[config.mk]
export PLATFORM = sky130hd
export DESIGN_NAME = id_ex_stage
export DESIGN_NICKNAME = d
export VERILOG_FILES = /design/src/rtl/id_ex_stage.sv
export SDC_FILE = /design/constraint.sdc
export NUM_CORES = 1
export LEC_CHECK = 0
export CAP_MARGIN = 20
export CORE_UTILIZATION = 45
export DETAILED_ROUTE_END_ITERATION = 7
export PLACE_DENSITY = 0.88
export SLEW_MARGIN = 25
export SYNTH_ARGS = -nofsm -noshare
export SYNTH_HDL_FRONTEND = slang
export SYNTH_SLANG_ARGS = --single-unit
[constraint.sdc]
create_clock -name clk -period 7.4 [get_ports clk]
set_input_delay 1.85 -clock clk [delete_from_list [all_inputs] [get_ports clk]]
set_output_delay 1.85 -clock clk [all_outputs]
set_load 0.05 [all_outputs]
[src/rtl/id_ex_stage.sv]
// ID/EX pipeline register with ALU-signal decode, operand forwarding and stall/flush control.
// ALU operands and store data are combinational from the registered fields plus forwarding.
module id_ex_stage #(
    parameter int unsigned W  = 32,
    parameter int unsigned RW = 5
) (
    input  logic          clk,
    input  logic          rst,
    input  logic          stall,
    input  logic          flush,
    input  logic          id_valid,
    input  logic [RW-1:0] id_rs,
    input  logic [RW-1:0] id_rt,
    input  logic [RW-1:0] id_rd,
    input  logic [W-1:0]  id_rs_data,
    input  logic [W-1:0]  id_rt_data,
    input  logic [W-1:0]  id_imm,
    input  logic [1:0]    id_alu_op,
    input  logic [5:0]    id_funct,
    input  logic          id_alu_src,
    input  logic          id_reg_dst,
    input  logic          id_reg_write,
    input  logic          id_mem_read,
    input  logic          id_mem_write,
    input  logic          id_mem_to_reg,
    input  logic          exmem_reg_write,
    input  logic [RW-1:0] exmem_rd,
    input  logic [W-1:0]  exmem_result,
    input  logic          memwb_reg_write,
    input  logic [RW-1:0] memwb_rd,
    input  logic [W-1:0]  memwb_result,
    output logic          ex_valid,
    output logic [W-1:0]  alu_a,
    output logic [W-1:0]  alu_b,
    output logic [2:0]    alu_signal,
    output logic [W-1:0]  ex_store_data,
    output logic [RW-1:0] ex_dest,
    output logic [RW-1:0] ex_rt,
    output logic          ex_reg_write,
    output logic          ex_mem_read,
    output logic          ex_mem_write,
    output logic          ex_mem_to_reg,
    output logic          ex_illegal
);

    typedef struct packed {
        logic          valid;
        logic [RW-1:0] rs;
        logic [RW-1:0] rt;
        logic [RW-1:0] dest;
        logic [W-1:0]  rs_data;
        logic [W-1:0]  rt_data;
        logic [W-1:0]  imm;
        logic          alu_src;
        logic [2:0]    signal;
        logic          reg_write;
        logic          mem_read;
        logic          mem_write;
        logic          mem_to_reg;
        logic          illegal;
    } ex_reg_t;

    ex_reg_t ex_q, ex_d, load;
    logic [2:0] dec_signal;
    logic       dec_illegal;
    logic [W-1:0] fwd_rs, fwd_rt;

    always_comb begin
        dec_signal  = 3'b010;
        dec_illegal = 1'b0;
        unique case (id_alu_op)
            2'b01: dec_signal = 3'b110;
            2'b10: begin
                unique case (id_funct)
                    6'b100000: dec_signal = 3'b010;
                    6'b100010: dec_signal = 3'b110;
                    6'b100100: dec_signal = 3'b000;
                    6'b100101: dec_signal = 3'b001;
                    6'b101010: dec_signal = 3'b111;
                    default:   dec_illegal = 1'b1;
                endcase
            end
            default: dec_signal = 3'b010;
        endcase
    end

    always_comb begin
        load.valid      = id_valid;
        load.rs         = id_rs;
        load.rt         = id_rt;
        load.dest       = id_reg_dst ? id_rd : id_rt;
        load.rs_data    = id_rs_data;
        load.rt_data    = id_rt_data;
        load.imm        = id_imm;
        load.alu_src    = id_alu_src;
        load.signal     = dec_signal;
        // An unsupported R-type must never commit a register write.
        load.reg_write  = id_reg_write & ~dec_illegal;
        load.mem_read   = id_mem_read;
        load.mem_write  = id_mem_write;
        load.mem_to_reg = id_mem_to_reg;
        load.illegal    = dec_illegal;
    end

    always_comb begin
        ex_d = ex_q;
        if (flush) begin
            ex_d = '0;
        end else if (!stall) begin
            ex_d = load;
        end
    end

    always_ff @(posedge clk) begin
        if (rst) begin
            ex_q <= '0;
        end else begin
            ex_q <= ex_d;
        end
    end

    // EX/MEM holds the younger result, so it takes precedence over MEM/WB.
    always_comb begin
        fwd_rs = ex_q.rs_data;
        if (exmem_reg_write && exmem_rd != '0 && exmem_rd == ex_q.rs) begin
            fwd_rs = exmem_result;
        end else if (memwb_reg_write && memwb_rd != '0 && memwb_rd == ex_q.rs) begin
            fwd_rs = memwb_result;
        end
    end

    always_comb begin
        fwd_rt = ex_q.rt_data;
        if (exmem_reg_write && exmem_rd != '0 && exmem_rd == ex_q.rt) begin
            fwd_rt = exmem_result;
        end else if (memwb_reg_write && memwb_rd != '0 && memwb_rd == ex_q.rt) begin
            fwd_rt = memwb_result;
        end
    end

    assign alu_a         = fwd_rs;
    assign alu_b         = ex_q.alu_src ? ex_q.imm : fwd_rt;
    assign ex_store_data = fwd_rt;
    assign ex_valid      = ex_q.valid;
    assign alu_signal    = ex_q.signal;
    assign ex_dest       = ex_q.dest;
    assign ex_rt         = ex_q.rt;
    assign ex_reg_write  = ex_q.reg_write;
    assign ex_mem_read   = ex_q.mem_read;
    assign ex_mem_write  = ex_q.mem_write;
    assign ex_mem_to_reg = ex_q.mem_to_reg;
    assign ex_illegal    = ex_q.illegal;

endmodule

==> impl_metrics.json <==
{
  "core_area_sq_mm": 0.0147,
  "drc": 16,
  "cts_inserted_buffers": 17,
  "slowest_delay_ps": 820,
  "first_pass_iters": 8,
  "crit_chain": "clkdlybuf4s50_1 -> or4_1 -> o21ai_1 -> or4_4 -> buf_12 -> nor2_1 -> a21oi_1 -> clkdlybuf4s50_1",
  "status": "finished, violations left",
  "drt.antenna.violating_nets": 0,
  "htree_levels": 4,
  "syn2layout_area_growth_pct": 54.0,
  "crit_top_cell": "clkdlybuf4s50_1",
  "cts_num_sinks": 121,
  "wl_per_cell_um": 17.8,
  "finalPower_mw": 2.02,
  "pwr_density_cell_mw_per_mm2": 192,
  "hold_path_depth": 2,
  "ys_seq_elements": 121,
  "grt_antenna_before_repair": 0,
  "clk_latency_ps": 410,
  "largest-register": "ex_q",
  "synth_cells": 792,
  "grt_pass1_wl_um": 34700,
  "cts_root_buffer": "clkbuf_16",
  "clkSlewWorstSetupHoldPaths_ps": 60,
  "worstSetupPathType": "primary input to primary output",
  "io_pins": 321,
  "dieArea_sq_mm": 0.0158,
  "largest_reg_flops": 102,
  "synthArstFlopShare_pct": 0,
  "slew_violations": 0,
  "hold_buffers": 0,
  "ctsResizeCount": 0,
  "drive_gt1_share_pct": 10.4,
  "viasPerCell": 5.33,
  "num_antenna_cells": 0,
  "start_util_pct": 46.7,
  "place.gp.congestion": 0.909,
  "r2r_end": "ex_q[8]",
  "via_count": 6706,
  "grt_max_degree": 72,
  "hold_class": "register to register",
  "cpLargestDelayFamily": "buffers and inverters",
  "end_kind": "primary output",
  "crit_path_max_fanout": 51,
  "track_usage_pct": 28.2,
  "leakagePower_nw": 4.09,
  "cp.buffers_inverters": 3,
  "ys.warnings.count": 0,
  "rr_worst_depth": 2,
  "hold_viol": 0,
  "fin_skew_ps": 0,
  "synth.distinct_cells": 36,
  "postSynthAreaPerCell_sq_um": 8.67,
  "hold_end": "alu_signal[0]",
  "max_freq_ghz": 0.149,
  "overflow": 0,
  "cts_setup_buffers": 0,
  "dp_hpwl_um": 16200,
  "cp.required_ps": 5550,
  "drv_cap": 0,
  "row_count": 44,
  "cts_tree": "built",
  "failed_checks": "design-rule violations",
  "rsz0062_at_grt": "false",
  "final.min_clock_period_ps": 6710,
  "die_h_um": 126,
  "fin_crit_sh_pct": 90.7,
  "setup_violations": 0,
  "arrival_ps": 4860,
  "relSlewSlack_pct": 38.5,
  "peakVddDrop_v": 0.000165,
  "tns_ps": 0,
  "cp-start-kind": "primary input",
  "die_w_um": 126,
  "worstMarginPinSlew_ps": 922,
  "critPathSlowestCell": "clkdlybuf4s50_1",
  "grt_pass1_vias": 6754,
  "rrSetupSlack_ps": 6110,
  "wirelength_um": 22400,
  "min_from": "alu_signal[0]",
  "numPortBuffers": 320,
  "ctsLongestPathBuffers": 2,
  "synthFlopType": "dfxtp_1",
  "synthesis.nets": 1000,
  "netlist_area_sq_mm": 0.00687,
  "r2r_start": "ex_q[8]",
  "synth_edf_count": 0,
  "dr.first_iter.drc_count": 377,
  "final_nets": 1270,
  "seq_area_frac_synth_pct": 35.3
}
==> synth_stat cells (2+ instances only) <==
master	number	area, sq um
nand3_1	2	10.0
a21oi_1	39	195
nor3_1	36	180
a221oi_1	2	17.5
nor2_1	155	582
buf_6	5	56.3
inv_1	37	139
dfxtp_1	121	2420
buf_4	16	120
mux2i_1	180	1800
and4_1	2	17.5
buf_1	10	37.5
nor2b_1	2	12.5
o21ai_0	33	165
buf_2	7	35.0
xor2_1	10	87.6
clkbuf_1	41	154
xnor2_1	10	87.6
nand2_1	35	131
ha_1	2	25.0
or4_1	3	22.5
a221oi_2	30	450
==> through the flow <==
| stage | std cells | instance area, sq um | util (%) | hold slack, ps | worst slack, ps |
|---|---|---|---|---|---|
| 3_5_place_dp | 1227 | 9950 | 67.7 | 457 | 697 |
| 2_1_floorplan | 792 | 6870 | - | 441 | 1210 |
| 6_report | 1259 | 10600 | 71.9 | 469 | 685 |
| 3_3_place_gp | 1227 | 9950 | 67.7 | 449 | 738 |
| 5_1_grt | 1259 | 10600 | 71.9 | 485 | 545 |
| 4_1_cts | 1259 | 10600 | 71.9 | 468 | 689 |
==> report_power, final <==
group | switching (mW) | total, mW | leakage, nW | internal (mW)
clock | 0.302 | 0.872 | 0.303 | 0.569
sequential | 0.0176 | 0.691 | 0.987 | 0.673
combinational | 0.250 | 0.462 | 2.80 | 0.213
total | 0.569 | 2.02 | 4.09 | 1.46
==> worst min-delay path: cells and delay by family, from the launching register on <==
kind	cells	cell delay, ps
AO/OA/AOI/OAI	1	50
flip-flops	1	310
AND/OR/NAND/NOR	1	60
==> cell families (layout without fill, tap and decap cells) <==
| logic type | count (synthesis) | after routing | synth area share [%] |
|---|---|---|---|
| AOI/OAI and AO/OA | 111 | 111 | 12.8 |
| xor gates and xnor gates | 20 | 20 | 2.55 |
| adders and majority gates | 2 | 2 | 0.364 |
| buffers and inverters | 116 | 399 | 7.89 |
| DFF | 121 | 121 | 35.3 |
| muxes | 180 | 180 | 26.2 |
| and+or+nand+nor | 242 | 242 | 14.9 |
==> cell usage in the layout (no fill, tap or decap), drive strengths merged, types with 3 or more instances in the layout <==
cell type and count:
bufinv 4, mux2i 180, clkinv 6, or4 3, dfxtp 121, nand2 35
clkdlybuf4s50 287, clkbuf 19, xor2 10, xnor2 10, a221oi 32, nor2 155
a21oi 39, nor2b 3, nor3 36, buf 43, o21ai 34, inv 38
==> worst max path at each step <==
| stage | from | depth (start not counted) | to | slack, ps |
|---|---|---|---|---|
| 3_3_place_gp | exmem_rd[1] | 8 | ex_store_data[14] | 740 |
| 5_1_grt | exmem_rd[2] | 8 | ex_store_data[0] | 550 |
| 4_1_cts | exmem_rd[1] | 8 | ex_store_data[0] | 690 |
| 6_report | exmem_rd[1] | 8 | ex_store_data[0] | 690 |
| 3_5_place_dp | exmem_rd[1] | 8 | ex_store_data[0] | 700 |
| 2_1_floorplan | memwb_rd[1] | 7 | alu_b[1] | 1210 |
==> cell type report <==
class | instances | area [sq um]
clock buffers | 19 | 443
clock inverters | 13 | 175
fillers | 1127 | 4130
inverters | 37 | 139
multi-input cells | 555 | 3920
flip-flops and latches | 121 | 2430
well taps | 184 | 230
repair buffers | 330 | 3240
==> per-layer routing <==
metal / up-vias / track usage [%] / wire [um]
met5: - / 0 / 0
met4: 0 / 15.6 / 1120
met3: 79 / 7.96 / 1680
met2: 313 / 48.3 / 10900
met1: 3054 / 31.6 / 8720
li1: 3260 / - / -
(Power assumes the default switching activity.)
